==> src/rtl/pcpu_if_pkg.sv <==
// Shared IF-stage definitions: fetch FSM encoding, PC increment and default reset/NOP values.
package pcpu_if_pkg;

  typedef enum logic [1:0] {
    FETCH = 2'd0,
    WAIT  = 2'd1,
    HOLD  = 2'd2
  } fetch_st_e;

  localparam logic [31:0] PC_STEP      = 32'd4;
  localparam logic [31:0] DEF_RESET_PC = 32'h0000_3000;
  localparam logic [31:0] DEF_NOP_INST = 32'h0000_0000;
  localparam logic [31:0] WORD_MASK    = 32'hFFFF_FFFC;

endpackage

==> src/rtl/if_fetch_unit.sv <==
// IF-stage fetch engine: PC owner, single-outstanding imem req/gnt/rvalid fetch, IF/ID presentation.
// Latency: IF_valid two cycles after imem_req when gnt is immediate and rvalid follows; stalls hold HOLD.
module if_fetch_unit
  import pcpu_if_pkg::*;
#(
  parameter logic [31:0] RESET_PC = DEF_RESET_PC,
  parameter logic [31:0] NOP_INST = DEF_NOP_INST
) (
  input  logic        clk,
  input  logic        reset,
  input  logic        IF_IDWrite,
  input  logic        redirect_valid,
  input  logic [31:0] redirect_pc,
  output logic        imem_req,
  output logic [31:0] imem_addr,
  input  logic        imem_gnt,
  input  logic        imem_rvalid,
  input  logic [31:0] imem_rdata,
  output logic [31:0] IF_inst,
  output logic [31:0] PC_out,
  output logic        IF_valid
);

  fetch_st_e   st_q, st_d;
  logic [31:0] pc_q, pc_d;
  logic [31:0] buf_q, buf_d;
  logic        kill_q, kill_d;
  logic [31:0] tgt;

  assign tgt = redirect_pc & WORD_MASK;

  always_ff @(posedge clk or negedge reset) begin
    if (!reset) begin
      st_q   <= FETCH;
      pc_q   <= RESET_PC;
      kill_q <= 1'b0;
      buf_q  <= NOP_INST;
    end else begin
      st_q   <= st_d;
      pc_q   <= pc_d;
      kill_q <= kill_d;
      buf_q  <= buf_d;
    end
  end

  always_comb begin
    st_d   = st_q;
    pc_d   = pc_q;
    kill_d = kill_q;
    buf_d  = buf_q;
    case (st_q)
      FETCH: begin
        // The address may move while ungranted; a grant on the old address is killed.
        if (redirect_valid) pc_d = tgt;
        if (imem_gnt) begin
          st_d = WAIT;
          if (redirect_valid) kill_d = 1'b1;
        end
      end
      WAIT: begin
        if (redirect_valid) begin
          pc_d = tgt;
          if (imem_rvalid) begin
            kill_d = 1'b0;
            st_d   = FETCH;
          end else begin
            kill_d = 1'b1;
          end
        end else if (imem_rvalid) begin
          if (kill_q) begin
            kill_d = 1'b0;
            st_d   = FETCH;
          end else begin
            buf_d = imem_rdata;
            st_d  = HOLD;
          end
        end
      end
      HOLD: begin
        if (redirect_valid) begin
          pc_d = tgt;
          st_d = FETCH;
        end else if (IF_IDWrite) begin
          pc_d = pc_q + PC_STEP;
          st_d = FETCH;
        end
      end
      default: st_d = FETCH;
    endcase
  end

  assign imem_req  = reset && (st_q == FETCH);
  assign imem_addr = pc_q;
  assign PC_out    = pc_q;
  assign IF_valid  = (st_q == HOLD);
  assign IF_inst   = (st_q == HOLD) ? buf_q : NOP_INST;

endmodule

==> config.mk <==
export PLATFORM = sky130hd
export DESIGN_NAME = if_fetch_unit
export DESIGN_NICKNAME = d
export VERILOG_FILES = /design/src/rtl/pcpu_if_pkg.sv /design/src/rtl/if_fetch_unit.sv
export SDC_FILE = /design/constraint.sdc
export NUM_CORES = 1
export LEC_CHECK = 0
export ABC_AREA = 1
export BUFFER_PORTS_ARGS = -buffer_cell sky130_fd_sc_hd__buf_4
export CORE_ASPECT_RATIO = 0.75
export CORE_MARGIN = 2
export CORE_UTILIZATION = 45
export DETAILED_ROUTE_END_ITERATION = 8
export PLACE_DENSITY_LB_ADDON = 0.08
export SETUP_SLACK_MARGIN = 0.05
export SLEW_MARGIN = 20
export SYNTH_ARGS = -nofsm -noshare
export SYNTH_HDL_FRONTEND = slang
export SYNTH_SLANG_ARGS = --single-unit
==> constraint.sdc <==
create_clock -name clk -period 1.7 [get_ports clk]
set_input_delay 0 -clock clk [delete_from_list [all_inputs] [get_ports clk]]
set_output_delay 0 -clock clk [all_outputs]
set_load 0.02 [all_outputs]
==> results_dict.tcl, run 1 <==
set metrics [dict create \
    ios 168 \
    final_cell_area_mm2 0.00634 \
    slew_violations 0 \
    die_area_mm2 0.0101 \
    drv_cap 0 \
    grt_pass1_wl_um 19700 \
    timing.final.crit_share_pct 92.7 \
    worst-r2r-setup-slack_ps 120 \
    cp-start-kind "flop" \
    period_needed_ps 1580 \
    cp_top_family "simple AND/OR/NAND/NOR gates" \
    core_area_mm2 0.00905 \
    leakage_nw 3.23 \
    dp_hpwl_um 8670 \
    path_clk_slew_ps 60 \
    via_per_inst 4.78 \
    reg2reg_to "PC_out[14]$_DFFE_PN0P_" \
    final_cell_mix "178 x buf_4, 145 x nand2_1, 97 x nor2_1, 64 x inv_1, 61 x dlygate4sd3_1" \
    cts_tree "built" \
    setup_viol 0 \
    wire_per_inst_um 13.5 \
    cp.arrival_ps 1800 \
    placed_area_mm2 0.00532 \
    path_depth 9 \
    max_freq_mhz 635 \
    area_growth_pct 51.7 \
    cp_cell_sequence "nand2_1, nor2_2, nand2_4, nor2_4, nand3_1, o21ai_1, nand2_1, nand2_1, inv_1" \
    worstPathMaxFanout 5 \
    row_count 30 \
    grt_max_degree 66 \
    power_mw 7.03 \
    gr-usage-all-layers_pct 25.3 \
    htreeDepth 3 \
    worstSetupEndpointType "flop" \
    postRouteAntennaNets 0 \
    cpMaxStageDelayCell "dfrtp_1" \
    rr_worst_depth 9 \
    vias 4487 \
    drive_gt1_share_pct 31.5 \
    hold_path.class "in -> reg" \
    gr-total-overflow 0 \
    cpPeakStageDelay_ps 410 \
    crit_buf_inv 1 \
    worstSetupStartpoint "PC_out[7]$_DFFE_PN0P_" \
    die_h_um 87.5 \
    die_w_um 115 \
    final_common_cell "buf_4" \
    syn_inst 605 \
    syn-cell-area_mm2 0.00418 \
    whs_path_depth 4 \
    fin_nets 877 \
    dr.pass1.iters 4 \
    numPortBuffers 161 \
    start_util_pct 46.2 \
    place_congestion 0.920 \
    grt_pass1_vias 4050 \
    cts.path.max_buffers 2 \
    cellPowerDensity_mw_per_mm2 1110 \
    setup_slack_ps 125 \
    antenna_found_initial 0 \
    ys_seq_elements 65 \
    num_antenna_cells 0 \
    drt_iter0_drc 301 \
    cp-endpoint "PC_out[14]$_DFFE_PN0P_" \
    yosysSeqAreaShare_pct 39.0 \
    rr_startpoint "PC_out[7]$_DFFE_PN0P_" \
    cpMostUsedCell "nand2_1" \
    crit_required_ps 1930 \
    finalNonFillerCells 938 \
    finalHoldViolCount 0 \
    synth_area_per_cell_um2 6.91 \
    ir_drop_uv 579 \
    clock_skew_ps 5.52 \
    hp-start "redirect_pc[12]" \
    placed_cells 859 \
    yosysUniqueCellTypes 35 \
    cts.sinks 65 \
    wl_um 12700 \
    worstSetupPathType "reg -> reg" \
    yosys_warnings 0 \
    grt_setup_unrepaired "true" \
    drc 0 \
    finalSetupTns_ps 0 \
    cts_buffers 9 \
    status "complete, no violations" \
    clk_latency_ps 330 \
    place_ws_ps 60.6 \
    clockRootBuffer "clkbuf_16" \
]
## kinds of logic (layout without fill, tap and decap cells)
| group | Yosys count | after routing | share of synthesized area (%) |
|---|---|---|---|
| AO/OA/AOI/OAI | 82 | 82 | 10.8 |
| XOR/XNOR | 1 | 1 | 0.210 |
| adder cells (fa/ha/maj) | 1 | 1 | 0.299 |
| buffers and inverters | 126 | 328 | 16.0 |
| flip-flops | 65 | 65 | 39.0 |
| other | 1 | 4 | 0.0897 |
| AND/OR/NAND/NOR | 329 | 329 | 33.6 |
## registers in the layout, summed over array words and instances, names as in the netlist
signal,flops
PC_out,30
buf_q,32
kill_q,1
st_q,2
## how the worst min path moves through the flow
stage	endpoint	slack, ps
detailed placement	PC_out[23]$_DFFE_PN0P_	80
global route	PC_out[12]$_DFFE_PN1P_	2
floorplan	PC_out[10]$_DFFE_PN0P_	-300
finish	PC_out[12]$_DFFE_PN1P_	10
global placement	buf_q[28]$_DFFE_PN0P_	70
CTS	PC_out[12]$_DFFE_PN1P_	4
## report_power, final
part	switching, mW	total (mW)	internal [mW]
registers	0.354	2.45	2.10
clock network	0.663	1.86	1.20
logic	1.58	2.72	1.13
total	2.60	7.03	4.43
## area by class of cell
cell class / instances / area (um2)
well taps: 128 / 160
fillers: 768 / 2700
repair buffers: 242 / 2000
flip-flops and latches: 65 / 1640
multi-input cells: 417 / 1980
inverters: 71 / 273
clock inverters: 3 / 40.0
clock buffers: 12 / 256
## cell usage after synthesis (all sizes together)
| master | n | share of area, % |
|---|---|---|
| nand2 | 158 | 15 |
| nor2 | 118 | 12 |
| inv | 70 | 6.3 |
| dfrtp | 63 | 38 |
| buf | 52 | 9.2 |
| a21oi | 46 | 5.5 |
| nand3 | 38 | 4.7 |
| o21ai | 17 | 2.0 |
| o21a | 13 | 2.3 |
| or2 | 9 | 1.3 |
| clkbuf | 3 | 0.27 |
| nand4 | 3 | 0.45 |
| a31oi | 2 | 0.30 |
| dfstp | 2 | 1.3 |
| o22ai | 2 | 0.30 |
| and3 | 1 | 0.15 |
| clkinv | 1 | 0.090 |
| conb | 1 | 0.090 |
| ha | 1 | 0.30 |
| nand3b | 1 | 0.18 |
| nor3b | 1 | 0.18 |
| o21bai | 1 | 0.18 |
| o31ai | 1 | 0.18 |
| xor2 | 1 | 0.21 |
## per-layer routing
metal | routed length, um | part of all wire, % | global-route usage (%)
met5 | 0 | 0 | 0
met4 | 144 | 1.1 | 6.46
met3 | 815 | 6.4 | 5.64
met2 | 5520 | 44 | 38.4
met1 | 6170 | 49 | 36.7
## per-stage QoR
step / hold WS [ps] / utilization [%]
after CTS: 3.81 / 68.8
after floorplan: -296 / -
after global routing: 2.21 / 70.1
after global placement: 74.1 / 58.8
after detailed placement: 75.1 / 58.8
final: 9.90 / 70.1
## worst reg2reg max path, cell delays in order (launching register included)
cell	delay (ps)
dfrtp_1	410
nand2_1	130
nor2_2	260
nand2_4	140
nor2_4	180
nand3_1	90
o21ai_1	80
nand2_1	70
nand2_1	70
inv_1	40
## repair_timing
action / 4_1_cts / 5_1_grt
hold buffers: 61 / 0
gates resized for setup: 1 / 33
setup endpoints to repair: 1 / 14
endpoints found under the hold margin: 122 / 0
buffers inserted: 0 / 3
pin swaps: 0 / 2
(Power assumes the default switching activity.)
==> run 2: changes to the inputs <==
--- a/config.mk
+++ b/config.mk
@@ -12,7 +12,7 @@
 export CORE_UTILIZATION = 45
 export DETAILED_ROUTE_END_ITERATION = 8
 export PLACE_DENSITY_LB_ADDON = 0.08
-export SETUP_SLACK_MARGIN = 0.05
+export SETUP_SLACK_MARGIN = 0.3
 export SLEW_MARGIN = 20
 export SYNTH_ARGS = -nofsm -noshare
 export SYNTH_HDL_FRONTEND = slang
==> constraint.sdc (replaced) <==
create_clock -name clk -period 1.7 [get_ports clk]
set_input_delay 0 -clock clk [delete_from_list [all_inputs] [get_ports clk]]
set_output_delay 0 -clock clk [all_outputs]
set_load 0.005 [all_outputs]
==> results_dict.tcl, run 2 (synthesis results as in run 1) <==
set metrics [dict create \
    cts.path.max_buffers 2 \
    largest_reg_flops 32 \
    cts.sinks 65 \
    crit_buf_inv 3 \
    cp_cell_sequence "buf_6, clkinvlp_4, nor2_8, inv_1, nor2_4, nand2_1, nand2_1, nand3_1, nand2_1, nand2_1" \
    die_w_um 115 \
    status "complete, no violations" \
    setup_viol 0 \
    period_needed_ps 1510 \
    clock_skew_ps 5.02 \
    cp-start-kind "flop" \
    drt_iter0_drc 306 \
    top_register "buf_q" \
    timing.final.crit_share_pct 88.6 \
    crit_required_ps 1920 \
    gr-usage-all-layers_pct 26.2 \
    cpMaxStageDelayCell "dfrtp_2" \
    dr_wl_met3_um 1000 \
    drc 0 \
    grt_pass1_vias 4280 \
    finalSetupTns_ps 0 \
    ios 168 \
    drv_cap 0 \
    area_growth_pct 62.8 \
    vias 4697 \
    worstPathMaxFanout 6 \
    cpMostUsedCell "nand2_1" \
    place_congestion 0.934 \
    fill_cells 664 \
    cp.arrival_ps 1720 \
    finalHoldViolCount 0 \
    final_common_cell "buf_4" \
    worstSetupEndpointType "flop" \
    numPortBuffers 161 \
    wl_um 13700 \
    drive_gt1_share_pct 38.7 \
    cts_buffers 9 \
    die_h_um 87.5 \
    power_mw 6.96 \
    htreeDepth 3 \
    dr.pass1.iters 4 \
    cellPowerDensity_mw_per_mm2 1020 \
    worstSetupPathType "reg -> reg" \
    cpPeakStageDelay_ps 400 \
    grt_pass1_wl_um 20600 \
    place_ws_ps 36.4 \
    die_area_mm2 0.0101 \
    clk_latency_ps 330 \
    start_util_pct 46.2 \
    slew_violations 0 \
    dp_hpwl_um 8730 \
    max_freq_mhz 664 \
    multi_input_area_mm2 0.00214 \
    top_layer "met4" \
    leakage_nw 3.42 \
    ff_latch_area_mm2 0.00165 \
    setup_slack_ps 194 \
    ir_drop_uv 586 \
    via_per_inst 4.88 \
    finalNonFillerCells 963 \
    worst-r2r-setup-slack_ps 190 \
    grt_setup_unrepaired "true" \
    drt-met1-wl_um 6140 \
    clockRootBuffer "clkbuf_16" \
    placed_cells 859 \
    cp_top_family "simple AND/OR/NAND/NOR gates" \
    grt_max_degree 66 \
    fin_nets 901 \
    row_count 30 \
    final_cell_mix "194 x buf_4, 138 x nand2_1, 87 x nor2_1, 64 x inv_1, 58 x dlygate4sd3_1" \
    wire_per_inst_um 14.3 \
    gr-total-overflow 0 \
    core_area_mm2 0.00905 \
    wl_met2_um 6450 \
    postRouteAntennaNets 0 \
    path_clk_slew_ps 60 \
    num_antenna_cells 0 \
    antenna_found_initial 0 \
    hold_path.class "in -> reg" \
    cts_tree "built" \
]
-- run 2: cell types whose count changed in the layout (fill, tap and decap cells not counted), moves of 5 or more --
cell	change
o21ai_0	-8
nand2_1	-7
o21ai_1	+6
nor2_4	+8
buf_4	+16
dfrtp_2	+13
nand3_1	-5
buf_6	+5
nor2_1	-10
dfrtp_1	-13
-- run 2: worst reg2reg max path, stage by stage, from the launching register on --
cell	delay, ps
dfrtp_2	400
buf_6	120
clkinvlp_4	130
nor2_8	210
inv_1	100
nor2_4	140
nand2_1	70
nand2_1	50
nand3_1	70
nand2_1	60
nand2_1	50
-- run 2: path summary, 6_finish.rpt --
check,startpoint,end,depth (start not counted)
max in group asynchronous,reset,PC_out[12]$_DFFE_PN1P_,3
min,redirect_pc[12],PC_out[12]$_DFFE_PN1P_,4
min in group asynchronous,reset,buf_q[9]$_DFFE_PN0P_,2
max reg2reg,PC_out[2]$_DFFE_PN0P_,PC_out[29]$_DFFE_PN0P_,10
min reg2reg,buf_q[19]$_DFFE_PN0P_,buf_q[19]$_DFFE_PN0P_,2
max,PC_out[2]$_DFFE_PN0P_,PC_out[29]$_DFFE_PN0P_,10
-- run 2: final cells by class --
type	instances	area share, %
Timing Repair Buffer	265	33.1
Multi-Input combinational cell	417	31.4
Sequential cell	65	24.3
Inverter	71	4.21
Clock buffer	12	3.77
Tap cell	128	2.35
Clock inverter	4	0.754
Timing Repair inverter	1	0.129
-- run 2: metal layers --
metal / up-vias / track usage [%]
li1: 2295 / -
met1: 2186 / 34.6
met2: 200 / 42.6
met3: 16 / 7.17
met4: 0 / 7.23
met5: - / 0
-- run 2: per-stage QoR --
step | utilization [%] | instance area, um2 | hold WS [ps]
2_1_floorplan | - | 4200 | -296
4_1_cts | 72.1 | 6520 | 2.85
3_5_place_dp | 58.9 | 5330 | -70.1
3_3_place_gp | 58.9 | 5330 | -72.2
6_report | 75.2 | 6800 | 1.14
5_1_grt | 75.2 | 6800 | 37.1
-- run 2: power breakdown --
group / leakage [nW] / total (mW) / internal, mW / switching, mW
sequential: 0.709 / 2.50 / 2.11 / 0.393
combinational: 2.56 / 2.55 / 1.26 / 1.29
clock: 0.149 / 1.90 / 1.22 / 0.687
total: 3.42 / 6.96 / 4.59 / 2.37
-- run 2: timing repair --
item                       CTS  global route
cloned                       1             3
hold buffers                58             0
pin swaps                   14            17
buffers inserted            17             9
setup endpoints to repair   57            88
gates resized for setup     61            44
hold endpoints to repair   120             0
